[src/rtl/c3lib_ckmux4_sel_seq.sv]
//------------------------------------------------------------------------------
// c3lib_ckmux4_sel_seq
//
// Purpose:
//   Drives the functional select pins {s1,s0} of the 4-to-1 glitch-free
//   clock mux. A new select is only applied while the downstream clock gate
//   is closed:
//
//     accept -> gate off (OFF_CYC cycles, old select)
//            -> switch select, settle (SETTLE_CYC cycles, gate still off)
//            -> gate on, done pulse (1 cycle)
//            -> idle
//
//   A request for the select that is already applied completes at once:
//   done pulses on the next cycle and nothing else moves.
//   The block runs on a free-running reference clock that is independent of
//   the muxed clocks.
//
// Parameters:
//   OFF_CYC     cycles the gate is held closed on the old select (>= 1)
//   SETTLE_CYC  cycles the gate is held closed on the new select (>= 1)
//   RST_SEL     select value driven from reset
//
// Ports:
//   clk         free-running reference clock
//   rst         asynchronous reset, active-high
//   req_sel     requested mux select {s1,s0}
//   req_vld     request valid (hold with req_sel until accepted)
//   req_rdy     sequencer can accept a request (idle)
//   s0, s1      mux select bits, registered
//   ck_gate_en  downstream clock gate enable, registered, 1 = clock passes
//   busy        switch sequence in progress (gate-off and settle phases)
//   done        one-cycle pulse when a request completes
//   cur_sel     currently applied select, equal to {s1,s0}
//------------------------------------------------------------------------------
module c3lib_ckmux4_sel_seq #(
    parameter int         OFF_CYC    = 4,
    parameter int         SETTLE_CYC = 8,
    parameter logic [1:0] RST_SEL    = 2'b00
) (
    input  logic       clk,
    input  logic       rst,
    input  logic [1:0] req_sel,
    input  logic       req_vld,
    output logic       req_rdy,
    output logic       s0,
    output logic       s1,
    output logic       ck_gate_en,
    output logic       busy,
    output logic       done,
    output logic [1:0] cur_sel
);

    // Counter must hold the larger of the two load values (N-1); sizing on
    // max+1 leaves headroom and keeps the width >= 1 for the 1-cycle case.
    localparam int MAX_CYC = (OFF_CYC > SETTLE_CYC) ? OFF_CYC : SETTLE_CYC;
    localparam int CW      = (MAX_CYC < 1) ? 1 : $clog2(MAX_CYC + 1);

    localparam logic [CW-1:0] OFF_LOAD    = CW'(OFF_CYC - 1);
    localparam logic [CW-1:0] SETTLE_LOAD = CW'(SETTLE_CYC - 1);
    localparam logic [CW-1:0] CNT_ONE     = CW'(1);

`ifndef SYNTHESIS
    // Zero-length phases would let the select move with the gate open.
    if (OFF_CYC < 1 || SETTLE_CYC < 1) begin : g_bad_param
        $error("c3lib_ckmux4_sel_seq: OFF_CYC and SETTLE_CYC must be >= 1");
    end
`endif

    typedef enum logic [1:0] {
        ST_IDLE   = 2'd0,
        ST_OFF    = 2'd1,
        ST_SWITCH = 2'd2,
        ST_ON     = 2'd3
    } state_t;

    state_t          state_q, state_d;
    logic [1:0]      sel_q,   sel_d;
    logic [1:0]      pend_q,  pend_d;
    logic            gate_q,  gate_d;
    logic            done_q,  done_d;
    logic [CW-1:0]   cnt_q,   cnt_d;

    //--------------------------------------------------------------------------
    // State register. Reset snaps the select back to RST_SEL and reopens the
    // gate immediately, without waiting for a clock edge.
    //--------------------------------------------------------------------------
    always_ff @(posedge clk or posedge rst) begin
        if (rst) begin
            state_q <= ST_IDLE;
            sel_q   <= RST_SEL;
            pend_q  <= RST_SEL;
            gate_q  <= 1'b1;
            done_q  <= 1'b0;
            cnt_q   <= '0;
        end else begin
            state_q <= state_d;
            sel_q   <= sel_d;
            pend_q  <= pend_d;
            gate_q  <= gate_d;
            done_q  <= done_d;
            cnt_q   <= cnt_d;
        end
    end

    //--------------------------------------------------------------------------
    // Next-state logic. done_d defaults to 0 so the pulse lasts exactly one
    // cycle; every other register holds unless a transition updates it.
    //--------------------------------------------------------------------------
    always_comb begin
        state_d = state_q;
        sel_d   = sel_q;
        pend_d  = pend_q;
        gate_d  = gate_q;
        done_d  = 1'b0;
        cnt_d   = cnt_q;

        unique case (state_q)
            ST_IDLE: begin
                // req_rdy is 1 throughout IDLE, so req_vld alone accepts.
                if (req_vld) begin
                    pend_d = req_sel;
                    if (req_sel == sel_q) begin
                        // Nothing to switch: complete without touching the gate.
                        done_d = 1'b1;
                    end else begin
                        state_d = ST_OFF;
                        gate_d  = 1'b0;
                        cnt_d   = OFF_LOAD;
                    end
                end
            end

            ST_OFF: begin
                // Gate is already closed here; the select may now move.
                if (cnt_q == '0) begin
                    state_d = ST_SWITCH;
                    sel_d   = pend_q;
                    cnt_d   = SETTLE_LOAD;
                end else begin
                    cnt_d = cnt_q - CNT_ONE;
                end
            end

            ST_SWITCH: begin
                // Let the mux settle on the new clock before reopening.
                if (cnt_q == '0) begin
                    state_d = ST_ON;
                    gate_d  = 1'b1;
                    done_d  = 1'b1;
                end else begin
                    cnt_d = cnt_q - CNT_ONE;
                end
            end

            ST_ON: begin
                // One cycle with req_rdy low keeps back-to-back requests
                // separated by at least one idle cycle.
                state_d = ST_IDLE;
            end

            default: begin
                state_d = ST_IDLE;
            end
        endcase
    end

    //--------------------------------------------------------------------------
    // Outputs
    //--------------------------------------------------------------------------
    assign req_rdy    = (state_q == ST_IDLE);
    assign busy       = (state_q == ST_OFF) || (state_q == ST_SWITCH);
    assign done       = done_q;
    assign ck_gate_en = gate_q;
    assign cur_sel    = sel_q;
    assign s0         = sel_q[0];
    assign s1         = sel_q[1];

`ifndef SYNTHESIS
    // An unknown select captured at accept would propagate straight to the mux.
    a_req_sel_known : assert property (
        @(posedge clk) disable iff (rst)
        (req_vld && req_rdy) |-> !$isunknown(req_sel)
    ) else $error("c3lib_ckmux4_sel_seq: X/Z on req_sel at accept");
`endif

endmodule

[config.mk]
export PLATFORM = sky130hd
export DESIGN_NAME = c3lib_ckmux4_sel_seq
export DESIGN_NICKNAME = d
export VERILOG_FILES = /design/src/rtl/c3lib_ckmux4_sel_seq.sv
export SDC_FILE = /design/constraint.sdc
export NUM_CORES = 1
export LEC_CHECK = 0
export CAP_MARGIN = 40
export CORE_MARGIN = 2
export CORE_UTILIZATION = 35
export DETAILED_ROUTE_END_ITERATION = 10
export GPL_TIMING_DRIVEN = 0
export SLEW_MARGIN = 30
export SYNTH_ARGS = -nofsm -noshare
export SYNTH_HDL_FRONTEND = slang
export SYNTH_SLANG_ARGS = --single-unit
[constraint.sdc]
create_clock -name clk -period 1.9 [get_ports clk]
set_input_delay 0.285 -clock clk [delete_from_list [all_inputs] [get_ports clk]]
set_output_delay 0.285 -clock clk [all_outputs]
set_load 0.005 [all_outputs]
After elaboration in Yosys (flattened, before gate mapping)
Index checks and enable logic that the tools add are counted.
- bits of input ports: 5
- output and inout bits: 8
- register bits after elaboration: 12
- equality and inequality tests: 9
- multiplexer cells: 18
- $add $sub $neg: 1
- reduce and logical (&&, ||, !) cells: 10
- operators by type and width (operator ; count):
    $mux W4 ; 4
    $pmux W4 S3 ; 1
    $reduce_and A4 Y1 ; 3
    $ne A2 B2 Y1 const B ; 5
    $mux W2 ; 4
    $pmux W2 S4 ; 1
    $mux W1 ; 6
    $eq A2 B2 Y1 const B ; 2
    $logic_not A4 Y1 ; 1
    $pmux W1 S2 ; 2
    $reduce_and A2 Y1 ; 2
    $sub A4 B1 Y4 const B ; 1
    $reduce_bool A3 Y1 ; 1
    $eq A2 B1 Y1 const B ; 1
    $eq A2 B2 Y1 ; 1
    $logic_not A2 Y1 ; 1
    $reduce_bool A2 Y1 ; 1
    $logic_or A1 B1 Y1 ; 1

Longest topological paths before layout
Gate-level depths: netlist (run 1).
- word-level depth: 4
- depth in mapped cells: 6
- mapped depth without buffers: 6

Worst setup path before layout (run 1)
OpenSTA, ideal clock, no wires.
- kind: register -> register
- start: register state_q[0]
- end: register cnt_q[0]
- clock period less this slack: 1713 ps
- path slack: 187 ps
- buffers on the path: 0
- data required time: 1775 ps
- stages on the path, launching flop included: 7
- arrival: 1588 ps
- cell sequence: dfrtp_1 inv_1 ha_1 nand2_1 o21bai_1 a21boi_2 mux2_2
- longest elaborated chain between the ends: 3
- ends and longest elaborated chain (item ; RTL line ; RTL):
    start, declared ; 77 ; state_t state_q, state_d;
    start signal, assigned ; 97 ; state_q <= state_d;
    $logic_not A2 Y1 (*) ; n/a ;
    via req_rdy ; 45 ; output logic req_rdy,
    $ne A2 B2 Y1 (no source line) / $reduce_bool A3 Y1 (equally long branches) ; n/a ;
    $reduce_and A4 Y1 (no source line) ; n/a ;
    end signal, assigned ; 102 ; cnt_q <= cnt_d;
    end, declared ; 82 ; logic [CW-1:0] cnt_q, cnt_d;
Mark *: on every way through the listed nets, which the timed path passes. The rest lies on a longest branch.
A chain may end at the register's enable or synchronous reset.

Worst setup path in the final report (run 1)
- start: register state_q[0]
- end: output busy
- longest elaborated chain between the ends: 2
- ends and longest elaborated chain (item ; RTL line ; RTL):
    $eq A2 B1 Y1 / $eq A2 B2 Y1 (equally long branches) ; 172 ; assign busy = (state_q == ST_OFF) || (state_q == ST_SWITCH);
    $logic_or A1 B1 Y1 (*) ; 172 ;
    end, declared ; 49 ; output logic busy,
Every way passes the cells marked *; elsewhere a longest branch is shown, timed or not.

==> Implementation_results.wiki, run 1 <==
{| class="wikitable"
! Metric !! Value
|-
| CP Capture Type || output pin
|-
| Final min period || 1808 ps
|-
| Highest routing layer actually used || met4
|-
| Run status || complete, no violations
|-
| Antenna-violating nets left || 0
|-
| Clock-pin slew of the registers on the worst-case setup and hold paths || 70 ps
|-
| Normalized max-slew margin || 69.89%
|-
| Number of distinct library cells after synthesis || 26
|-
| Share of post-route cells with drive strength above 1 || 33.73%
|-
| Initial Utilization || 36.86%
|-
| Ranking of synthesized cells by area || sky130_fd_sc_hd__dfrtp_1, sky130_fd_sc_hd__mux2_2, sky130_fd_sc_hd__ha_1
|-
| Routed wire per std cell || 11.10 um
|-
| Number of violations of the max-capacitance limit || 0
|-
| Worst-path fanout max || 5
|-
| All-layer global routing usage || 11.62%
|-
| Slew at the pin closest to its max-slew limit || 451.2 ps
|-
| Post-layout instance count excluding filler cells || 110
|-
| Cts bufs inserted || 3
|-
| Part of the cycle the worst path needs || 95.16%
|-
| Final total negative setup slack || 0 ps
|-
| Routed via count || 519
|-
| Global-route wire length before repair || 2083 um
|-
| Post-detailed-route DRC marker count || 0
|-
| Maximum number of pins on one net before global-route repair || 13
|-
| Commonest non-fill, non-tap cells in the layout || sky130_fd_sc_hd__clkdlybuf4s50_1, sky130_fd_sc_hd__dfrtp_1, sky130_fd_sc_hd__mux2_2
|-
| TritonCTS clock tree || done
|-
| Mean Syn Cell Area || 11.01 sq um
|-
| Power per Cell Area || 1857 mW/mm^2
|-
| Part of the Yosys area used for sequential elements || 42.13%
|-
| Antenna violations before repair || 0
|-
| Setup-failing EPs final || 0
|-
| Chip width || 49.22 um
|-
| Number of inserted diodes || 0
|-
| Placeable Area || 0.001942 sq mm
|-
| Summed instance area of the synthesized netlist || 715.7 sq um
|-
| Sort of element at the start of the critical path || flop
|-
| Total congestion overflow after global routing || 0
|-
| Average via count per standard cell || 4.718
|-
| Via count of the first global-routing pass || 498
|-
| Worst min-delay path category || primary input to async pin
|-
| Cell count after synthesis || 65
|-
| Met3 wire length || 47 um
|-
| Post-route met1 wirelength || 550 um
|-
| I/O Pins || 13
|-
| Synth top area share || 38.46%
|-
| Final slew viol count || 0
|-
| Achievable Freq || 553.1 MHz
|-
| 1st-iter DRT viols || 2
|-
| Area enclosed by the die boundary || 0.002423 sq mm
|-
| Number of clock sinks || 12
|-
| Placer's final routability congestion estimate || 0.7173
|-
| Detailed-routing iteration count for the pre-antenna-repair pass || 3
|-
| Number of hold-slack violations in the final timing report || 0
|-
| Buffer levels on the longest clock path || 2
|-
| Hold slack || 306.8 ps
|-
| Net count of the mapped netlist || 75
|-
| Worst clock skew on the final layout || 4.818 ps
|-
| Clk Tree Root Cell || sky130_fd_sc_hd__clkbuf_4
|-
| Height of the die || 49.22 um
|-
| Routed wl met2 || 574 um
|-
| Placed Cells || 104
|-
| Total number of placement rows || 16
|-
| H-tree Lvls || 1
|-
| Top cell type by total area after synthesis || sky130_fd_sc_hd__dfrtp_1
|-
| Commonest non-fill, non-tap cell in the layout || sky130_fd_sc_hd__clkdlybuf4s50_1
|-
| Worst vdd ir || 0.0009205 V
|-
| Final standard cell utilization of the core || 49.94%
|-
| Required time of the critical path || 1620 ps
|-
| Leak Pwr || 0.4161 nW
|-
| Detailed Place HPWL || 958.3 um
|-
| Final wirelength || 1221 um
|-
| Buffers on Ports || 12
|-
| Yosys warnings || 0
|-
| CP Data Arrival Time || 1520 ps
|-
| Signed area change from the synthesized netlist to the final layout || 35.49%
|-
| Final net count || 94
|-
| Worst skew pair latency || 280 ps
|-
| Classification of the worst setup path || flop to output pin
|-
| Setup repair after global routing missed its margin || false
|-
| Hold buffers post-CTS || 0
|-
| Register bit total from synthesis || 12
|}
registers in the layout, summed over array words and instances, names as in the netlist:
name,flops
state_q,2
ck_gate_en,1
done,1
pend_q,2
cur_sel,2
cnt_q,4
cells in the mapped netlist, drive strengths merged:
library cell,n
inv,6
nand2,3
a21boi,2
o31ai,1
nor2,2
o21ai,4
a21bo,1
o21ba,1
o2bb2ai,2
a21oi,5
ha,5
buf,2
mux2,8
dfstp,1
o21bai,1
nor3,1
o22a,1
dfrtp,11
xnor2,1
nor3b,3
or3b,1
or2,1
xor2,2
kinds of logic (layout without fill, tap and decap cells):
logic type,Yosys count,count (layout),share of synthesized area [%]
buf+inv,8,26,5.244
simple gates,11,11,9.615
fa+ha+maj,5,5,8.741
flops,12,12,42.13
xor+xnor,3,3,3.672
compound gates,18,18,18.01
mux,8,8,12.59
power by group:
part           total [W]  leakage (nW)  internal [W]  switching (W)
sequential      0.000483         0.146      0.000385      0.0000978
clock           0.000201        0.0210      0.000117      0.0000846
combinational    0.00112         0.249      0.000654       0.000462
worst paths after layout:
path / from / end / slack, ps / cells after the start
max in group asynchronous: rst / ck_gate_en$_DFFE_PP1P_ / 1260 / 2
worst min register to register: pend_q[1]$_DFFE_PP0P_ / pend_q[1]$_DFFE_PP0P_ / 510 / 1
worst max register to register: state_q[0]$_DFFE_PP0P_ / cnt_q[0]$_DFFE_PP0P_ / 170 / 6
worst max-delay path: state_q[0]$_DFFE_PP0P_ / busy / 90 / 3
min in group clk: pend_q[1]$_DFFE_PP0P_ / pend_q[1]$_DFFE_PP0P_ / 510 / 1
worst min-delay path: rst / pend_q[1]$_DFFE_PP0P_ / 310 / 2
worst max-delay path, cell delays in order (launching register included):
cell	delay [ps]
sky130_fd_sc_hd__dfrtp_1	380
sky130_fd_sc_hd__inv_2	80
sky130_fd_sc_hd__ha_4	280
sky130_fd_sc_hd__clkdlybuf4s50_1	500
metrics by stage:
step,cell area (sq um),total power [W],setup WS (ps)
after floorplan,715.7,0.001149,186.9
after global placement,869.6,0.001452,-21.23
after detailed placement,869.6,0.001459,-19.03
after CTS,905.9,0.001669,-2.640
after global routing,969.7,0.001975,31.68
final,969.7,0.001800,91.96
per-layer routing:
| layer | up-vias | GRT usage (%) |
|---|---|---|
| met1 | 241 | 14.09 |
| met3 | 5 | 2.147 |
| met2 | 12 | 17.57 |
| met5 | - | 0 |
| met4 | 0 | 10.00 |
| li1 | 261 | - |
final cells by class:
type,instances,area (sq um)
Multi-Input combinational cell,45,425.4
Inverter,6,22.52
Clock buffer,4,36.28
Tap cell,27,33.78
Timing Repair Buffer,14,135.1
Buffer,2,15.01
Fill cell,189,972.2
Sequential cell,12,301.5
repair_timing:
item,CTS,global route
cloned,0,0
gates resized for setup,0,10
hold endpoints to repair,0,0
setup endpoints to repair,1,5
setup buffers,0,2
pin swaps,0,1
Power figures use the tool's default switching activity.
==> run 2, diff against run 1 <==
- ABC_CLOCK_PERIOD_IN_PS: unset -> 1800
- RECOVER_POWER: unset -> 25
- clock period: 1.9 -> 1.8 ns (I/O delays scaled with it)
==> run 2 against run 1 <==
Compared with the run above:
- sequential cell count did not move
- final area rose by 0.77%
- via count up 0.19%
- highest routed layer unchanged
- critical path type unchanged
- combinational power increased by 4%
- die area unchanged
- largest cell class unchanged
==> Implementation_results.wiki, run 2 (same netlist as run 1, synthesis figures left out) <==
{| class="wikitable"
! Metric !! Value
|-
| Run status || complete, no violations (unchanged)
|-
| Buffer levels on the longest clock path || 2 (unchanged)
|-
| Via count of the first global-routing pass || 530 (was 498)
|-
| Detailed Place HPWL || 958.3 um (unchanged)
|-
| Placeable Area || 0.001942 sq mm (unchanged)
|-
| Sequential share of power || 27.2% (was 26.8%)
|-
| I/O Pins || 13 (unchanged)
|-
| Area enclosed by the die boundary || 0.002423 sq mm (unchanged)
|-
| Buffers on Ports || 12 (unchanged)
|-
| Placed inst area || 869.6 sq um (unchanged)
|-
| Maximum single-stage delay on the critical path || 500 ps (about the same)
|-
| Length in cells of the worst reg-to-reg path || 6 (unchanged)
|-
| Reg2reg end || state_q[0]$_DFFE_PP0P_ (was cnt_q[0]$_DFFE_PP0P_)
|-
| Placement Setup Slack || -104.0 ps (was -19.03 ps)
|-
| CP Data Arrival Time || 1470 ps (was 1520 ps)
|-
| Worst clock skew on the final layout || 4.844 ps (was 4.818 ps)
|-
| Reg2Reg Launch Point || cnt_q[0]$_DFFE_PP0P_ (was state_q[0]$_DFFE_PP0P_)
|-
| Commonest non-fill, non-tap cells in the layout || sky130_fd_sc_hd__dfrtp_1, sky130_fd_sc_hd__clkdlybuf4s50_1, sky130_fd_sc_hd__mux2_2 (was sky130_fd_sc_hd__clkdlybuf4s50_1, sky130_fd_sc_hd__dfrtp_1, sky130_fd_sc_hd__mux2_2)
|-
| Total congestion overflow after global routing || 0 (unchanged)
|-
| All-layer global routing usage || 12.21% (was 11.62%)
|-
| Setup-failing EPs final || 0 (unchanged)
|-
| Crit path buffers/inverters || 2 (unchanged)
|-
| Chip width || 49.22 um (unchanged)
|-
| CP Capture Type || output pin (unchanged)
|-
| 1st-iter DRT viols || 3 (was 2)
|-
| Required time of the critical path || 1530 ps (was 1620 ps)
|-
| Achievable Freq || 573.5 MHz
|-
| Number of violations of the max-capacitance limit || 0 (unchanged)
|-
| Worst vdd ir || 0.0009913 V (was 0.0009205 V)
|-
| Launching element of the worst setup path || state_q[1]$_DFFE_PP0P_ (was state_q[0]$_DFFE_PP0P_)
|-
| Combinational cell fraction of total power || 61.6% (was 62.0%)
|-
| Worst min-delay path category || primary input to async pin (unchanged)
|-
| TritonCTS clock tree || done (unchanged)
|-
| Cts bufs inserted || 3 (unchanged)
|-
| Placed Cells || 104 (unchanged)
|-
| Filler instances || 187 (was 189)
|-
| Total internal power || 0.001212 W (was 0.001156 W)
|-
| Switching Power || 0.0006907 W (was 0.0006440 W)
|-
| Slew at the pin closest to its max-slew limit || 446.7 ps (was 451.2 ps)
|-
| Normalized max-slew margin || 70.19% (was 69.89%)
|-
| Total number of placement rows || 16 (unchanged)
|-
| Clock-pin slew of the registers on the worst-case setup and hold paths || 70 ps (about the same)
|-
| Detailed-routing iteration count for the pre-antenna-repair pass || 3 (unchanged)
|-
| Part of the cycle the worst path needs || 96.88%
|-
| Sort of element at the start of the critical path || flop (unchanged)
|-
| Average via count per standard cell || 4.727 (was 4.718)
|-
| Worst-path fanout max || 6 (was 5)
|-
| Slack of the worst reg-to-reg path || 100 ps (was 170 ps)
|-
| Number of inserted diodes || 0 (unchanged)
|-
| Worst-path cell chain || inv_2 > ha_4 > clkdlybuf4s50_1 (unchanged)
|-
| Clk Tree Root Cell || sky130_fd_sc_hd__clkbuf_4 (unchanged)
|-
| Final net count || 94 (unchanged)
|-
| Setup repair after global routing missed its margin || false (unchanged)
|-
| Hold buffers post-CTS || 0 (unchanged)
|-
| Final wirelength || 1221 um (unchanged)
|-
| Post-detailed-route DRC marker count || 0 (unchanged)
|-
| Final critical-path setup slack || 56.20 ps (was 91.96 ps)
|-
| Final slew viol count || 0 (unchanged)
|-
| Crit path max-delay cell type || sky130_fd_sc_hd__clkdlybuf4s50_1 (unchanged)
|-
| Worst skew pair latency || 280 ps (about the same)
|-
| H-tree Lvls || 1 (unchanged)
|-
| Initial Utilization || 36.86% (unchanged)
|-
| Combined area of the multi-input logic cells || 434.2 sq um (was 425.4 sq um)
|-
| Placer's final routability congestion estimate || 0.7173 (unchanged)
|-
| Commonest non-fill, non-tap cell in the layout || sky130_fd_sc_hd__dfrtp_1 (was sky130_fd_sc_hd__clkdlybuf4s50_1)
|-
| Antenna-violating nets left || 0 (unchanged)
|-
| Cell area after layout || 977.2 sq um (was 969.7 sq um)
|-
| Leak Pwr || 0.4168 nW (was 0.4161 nW)
|-
| Routed via count || 520 (was 519)
|-
| Max FFs per register || 4 (unchanged)
|-
| Power share of the clock group || 11.2% (about the same)
|-
| Number of hold-slack violations in the final timing report || 0 (unchanged)
|-
| Maximum number of pins on one net before global-route repair || 13 (unchanged)
|-
| Global-route wire length before repair || 2194 um (was 2083 um)
|-
| Antenna violations before repair || 0 (unchanged)
|-
| Routed wire per std cell || 11.10 um (unchanged)
|-
| Height of the die || 49.22 um (unchanged)
|-
| Hold slack || 427.4 ps (was 306.8 ps)
|-
| Share of total power consumed by net switching || 36.30% (was 35.77%)
|-
| Seq. cell area || 301.5 sq um (unchanged)
|-
| Number of clock sinks || 12 (unchanged)
|-
| Largest delay share family, worst path || buffers and inverters (unchanged)
|-
| Post-layout instance count excluding filler cells || 110 (unchanged)
|-
| Signed area change from the synthesized netlist to the final layout || 36.54% (was 35.49%)
|-
| Reg with most FFs || cnt_q (unchanged)
|-
| Share of post-route cells with drive strength above 1 || 34.94% (was 33.73%)
|-
| Classification of the worst setup path || flop to output pin (unchanged)
|-
| Final min period || 1744 ps
|-
| Power per Cell Area || 1947 mW/mm^2 (was 1857 mW/mm^2)
|}
## run 2: changes by cell type in the layout (fill, tap and decap cells not counted)
cell and change:
sky130_fd_sc_hd__clkdlybuf4s50_1 -2, sky130_fd_sc_hd__dlygate4sd3_1 +1, sky130_fd_sc_hd__dlygate4sd2_1 +1, sky130_fd_sc_hd__nand2_2 +1, sky130_fd_sc_hd__nor3b_4 +1, sky130_fd_sc_hd__nor3b_2 -1, sky130_fd_sc_hd__nand2_1 -1
## run 2: layout make-up
class / count / share of cell area, %
plain buffers: 2 / 1.536
clock buffers: 4 / 3.713
inverters: 6 / 2.305
multi-input cells: 45 / 44.43
flip-flops and latches: 12 / 30.86
well taps: 27 / 3.457
repair buffers: 14 / 13.70
## run 2: through the flow
stage               utilization [%]  setup TNS, ps  total power (W)
global placement              44.78         -399.2         0.001533
floorplan                         -              0         0.001213
detailed placement            44.78         -385.1         0.001540
global route                  50.32              0         0.002085
finish                        50.32              0         0.001903
CTS                           49.29              0         0.001878
## run 2: what timing repair did
action                     4_1_cts  5_1_grt
hold endpoints to repair         0        0
resized for setup                7        5
buffers inserted                 2        0
setup endpoints to repair        5        5
pin swaps                        1        3
cloned                           0        0
## run 2: worst reg2reg max path, delay by kind of cell, from the launching register on
| kind | cells | cell delay, ps |
|---|---|---|
| AO/OA/AOI/OAI | 3 | 540 |
| flip-flops | 1 | 400 |
| AND/OR/NAND/NOR | 1 | 400 |
| adder cells (fa/ha/maj) | 1 | 190 |
| buffers and inverters | 1 | 60 |
## run 2: power by group through the flow
| stage | Sequential (W) | Clock (W) | Combinational (W) |
|---|---|---|---|
| after floorplan | 0.000501 | 0 | 0.000712 |
| after global placement | 0.000513 | 0 | 0.00102 |
| after detailed placement | 0.000516 | 0 | 0.00102 |
| after CTS | 0.000510 | 0.000220 | 0.00115 |
| after global routing | 0.000535 | 0.000235 | 0.00132 |
| final | 0.000518 | 0.000212 | 0.00117 |
## run 2: metal layers
metal  global-route usage, %  vias to the layer above  share of wire, %
met5                       0                        -                 0
met4                   10.00                        0               3.9
met3                   2.147                        5               3.8
met2                   19.14                       12                47
met1                   14.48                      240                45
li1                        -                      263                 -
## run 2: how the worst max path moves through the flow
stage | slack [ps] | end | cells past startpoint
floorplan | 90 | cnt_q[0]$_DFFE_PP0P_ | 6
global placement | -110 | state_q[1]$_DFFE_PP0P_ | 5
detailed placement | -100 | state_q[1]$_DFFE_PP0P_ | 5
CTS | 9 | cnt_q[0]$_DFFE_PP0P_ | 6
global route | 5 | req_rdy | 3
finish | 60 | req_rdy | 3
==> run 3, diff against run 2 <==
- DONT_BUFFER_PORTS: unset -> 1
- PLACE_DENSITY: unset -> 0.54
==> run 3 against run 2 <==
Compared with the run above:
- clock power is 14% lower
- die area stayed put
- sequential power is 3% higher
- critical path type is now flop to flop
- routed wire length is 11% higher
- register-to-register slack hardly changed
- sequential share of layout area is 2.2 points higher
- count of clock-buffer cells in the layout stayed put
- sequential cell count stayed put
- via count is 3.1% lower
- first-iteration DRC count is 33% lower
- global-route usage is 0.62 points higher
==> Implementation_results.wiki, run 3 (same netlist as run 1, synthesis figures left out) <==
{| class="wikitable"
! Metric !! Value
|-
| Placement Setup Slack || -154.9 ps (was -104.0 ps)
|-
| Via count of the first global-routing pass || 503 (was 530)
|-
| Share of post-route cells with drive strength above 1 || 45.95% (was 34.94%)
|-
| Final critical-path setup slack || 105.7 ps (was 56.20 ps)
|-
| Number of clock sinks || 12 (unchanged)
|-
| Maximum number of pins on one net before global-route repair || 13 (unchanged)
|-
| Chip width || 49.22 um (unchanged)
|-
| Routed via count || 504 (was 520)
|-
| Sort of element at the start of the critical path || flop (unchanged)
|-
| Final net count || 85 (was 94)
|-
| Max FFs per register || 4 (unchanged)
|-
| Reg with most FFs || cnt_q (unchanged)
|-
| Leak Pwr || 0.3820 nW (was 0.4168 nW)
|-
| Clock-pin slew of the registers on the worst-case setup and hold paths || 80 ps (was 70 ps)
|-
| Part of the cycle the worst path needs || 94.13% (was 96.88%)
|-
| Post-layout instance count excluding filler cells || 101 (was 110)
|-
| Final standard cell utilization of the core || 46.97% (was 50.32%)
|-
| Antenna violations before repair || 0 (unchanged)
|-
| Worst vdd ir || 0.0008574 V (was 0.0009913 V)
|-
| Setup-failing EPs final || 0 (unchanged)
|-
| Switching Power || 0.0007329 W (was 0.0006907 W)
|-
| Clk Tree Root Cell || sky130_fd_sc_hd__clkbuf_4 (unchanged)
|-
| Worst-path fanout max || 6 (unchanged)
|-
| TritonCTS clock tree || done (unchanged)
|-
| Hold slack || 131.4 ps (was 427.4 ps)
|-
| Commonest non-fill, non-tap cell in the layout || sky130_fd_sc_hd__dfrtp_1 (unchanged)
|-
| Total internal power || 0.001097 W (was 0.001212 W)
|-
| Average via count per standard cell || 4.990 (was 4.727)
|-
| Final wirelength || 1360 um (was 1221 um)
|-
| H-tree Lvls || 1 (unchanged)
|-
| Detailed Place HPWL || 935.2 um (was 958.3 um)
|-
| Classification of the worst setup path || flop to flop (was flop to output pin)
|-
| Cts bufs inserted || 3 (unchanged)
|-
| Detailed-routing iteration count for the pre-antenna-repair pass || 2 (was 3)
|-
| Cell area after layout || 912.1 sq um (was 977.2 sq um)
|-
| Total number of placement rows || 16 (unchanged)
|-
| Placed inst area || 749.5 sq um (was 869.6 sq um)
|-
| Height of the die || 49.22 um (unchanged)
|-
| Final min period || 1694 ps (was 1744 ps)
|-
| Initial Utilization || 36.86% (unchanged)
|-
| Buffer levels on the longest clock path || 2 (unchanged)
|-
| Placer's final routability congestion estimate || 0.7034 (was 0.7173)
|-
| Routed wire per std cell || 13.47 um (was 11.10 um)
|-
| Power per Cell Area || 2007 mW/mm^2 (was 1947 mW/mm^2)
|-
| Power share of the clock group || 9.9% (was 11.2%)
|-
| Worst clock skew on the final layout || 10.34 ps (was 4.844 ps)
|-
| Setup repair after global routing missed its margin || false (unchanged)
|-
| 1st-iter DRT viols || 2 (was 3)
|-
| CP Capture Type || flop (was output pin)
|-
| Antenna-violating nets left || 0 (unchanged)
|-
| Commonest non-fill, non-tap cells in the layout || sky130_fd_sc_hd__dfrtp_1, sky130_fd_sc_hd__mux2_2, sky130_fd_sc_hd__buf_4 (was sky130_fd_sc_hd__dfrtp_1, sky130_fd_sc_hd__clkdlybuf4s50_1, sky130_fd_sc_hd__mux2_2)
|-
| Number of inserted diodes || 0 (unchanged)
|-
| Area enclosed by the die boundary || 0.002423 sq mm (unchanged)
|-
| Total congestion overflow after global routing || 0 (unchanged)
|-
| Combinational cell fraction of total power || 60.8% (was 61.6%)
|-
| Post-detailed-route DRC marker count || 0 (unchanged)
|-
| Worst skew pair latency || 280 ps (about the same)
|-
| Signed area change from the synthesized netlist to the final layout || 27.45% (was 36.54%)
|-
| Placed Cells || 92 (was 104)
|-
| Number of hold-slack violations in the final timing report || 0 (unchanged)
|-
| Share of total power consumed by net switching || 40.04% (was 36.30%)
|-
| Required time of the critical path || 1980 ps (was 1530 ps)
|-
| Normalized max-slew margin || 69.04% (was 70.19%)
|-
| All-layer global routing usage || 12.82% (was 12.21%)
|-
| I/O Pins || 13 (unchanged)
|-
| Buffers on Ports || 0 (was 12)
|-
| Run status || complete, no violations (unchanged)
|-
| Slew at the pin closest to its max-slew limit || 463.9 ps (was 446.7 ps)
|-
| Achievable Freq || 590.2 MHz (was 573.5 MHz)
|-
| Placeable Area || 0.001942 sq mm (unchanged)
|-
| Sequential share of power || 29.2% (was 27.2%)
|-
| Final slew viol count || 0 (unchanged)
|-
| Global-route wire length before repair || 2283 um (was 2194 um)
|-
| Number of violations of the max-capacitance limit || 0 (unchanged)
|-
| CP Data Arrival Time || 1870 ps (was 1470 ps)
|-
| Worst min-delay path category || primary input to flop (was primary input to async pin)
|}
run 3: cell count changes in the layout (fill, tap and decap cells not counted), sizes merged:
cell / before / now
clkdlybuf4s50: 10 / 0
buf: 4 / 6
dlygate4sd2: 1 / 0
run 3: final timing paths:
kind                                             start  slack, ps                endpoint  cells past startpoint
max in group asynchronous                          rst       1020  ck_gate_en$_DFFE_PP1P_                      2
worst max register to register  state_q[0]$_DFFE_PP0P_        110    cnt_q[1]$_DFFE_PP0P_                      6
worst min register to register   pend_q[1]$_DFFE_PP0P_        510  cur_sel[1]$_DFFE_PP0P_                      1
worst min-delay path                        req_sel[1]        130   pend_q[1]$_DFFE_PP0P_                      1
min in group asynchronous                          rst        430    cnt_q[2]$_DFFE_PP0P_                      2
worst max-delay path            state_q[0]$_DFFE_PP0P_        110    cnt_q[1]$_DFFE_PP0P_                      6
run 3: per-stage QoR:
step                      setup TNS, ps  total power [W]
final                                 0         0.001830
after global routing                  0         0.002014
after CTS                             0         0.001693
after detailed placement         -455.6         0.001367
after global placement           -456.6         0.001364
after floorplan                       0         0.001213
run 3: repair_timing:
item | 4_1_cts | 5_1_grt
hold buffers | 1 | 0
endpoints found under the hold margin | 11 | 0
setup endpoints to repair | 3 | 5
gates cloned | 0 | 0
setup buffers | 3 | 1
resized for setup | 8 | 10
pin swaps | 1 | 4
run 3: cell type report:
class	count	area (sq um)
Inverter	6	22.52
Timing Repair Buffer	5	40.04
Buffer	2	15.01
Tap cell	27	33.78
Multi-Input combinational cell	45	473.0
Sequential cell	12	301.5
Fill cell	194	1030
Clock buffer	4	26.28
run 3: power groups by stage:
stage	clock network, W	registers (W)	logic, W
finish	0.000182	0.000535	0.00111
detailed placement	0	0.000527	0.000840
global route	0.000199	0.000559	0.00126
floorplan	0	0.000501	0.000712
global placement	0	0.000525	0.000839
CTS	0.000182	0.000523	0.000988
run 3: layer usage:
metal  track usage, %  vias to the layer above  part of all wire (%)
met1            15.71                      244                    47
met4            10.00                        0                   3.6
li1                 -                      243                     -
met2            19.59                       12                    46
met3            2.454                        5                   4.0
met5                0                        -                     0
run 3: critical path: stages (launching register included):
cell and delay, ps:
sky130_fd_sc_hd__dfrtp_1 410, sky130_fd_sc_hd__inv_2 120, sky130_fd_sc_hd__ha_4 190, sky130_fd_sc_hd__nand2_2 100, sky130_fd_sc_hd__o21bai_4 200, sky130_fd_sc_hd__a21boi_4 230
sky130_fd_sc_hd__mux2_2 350
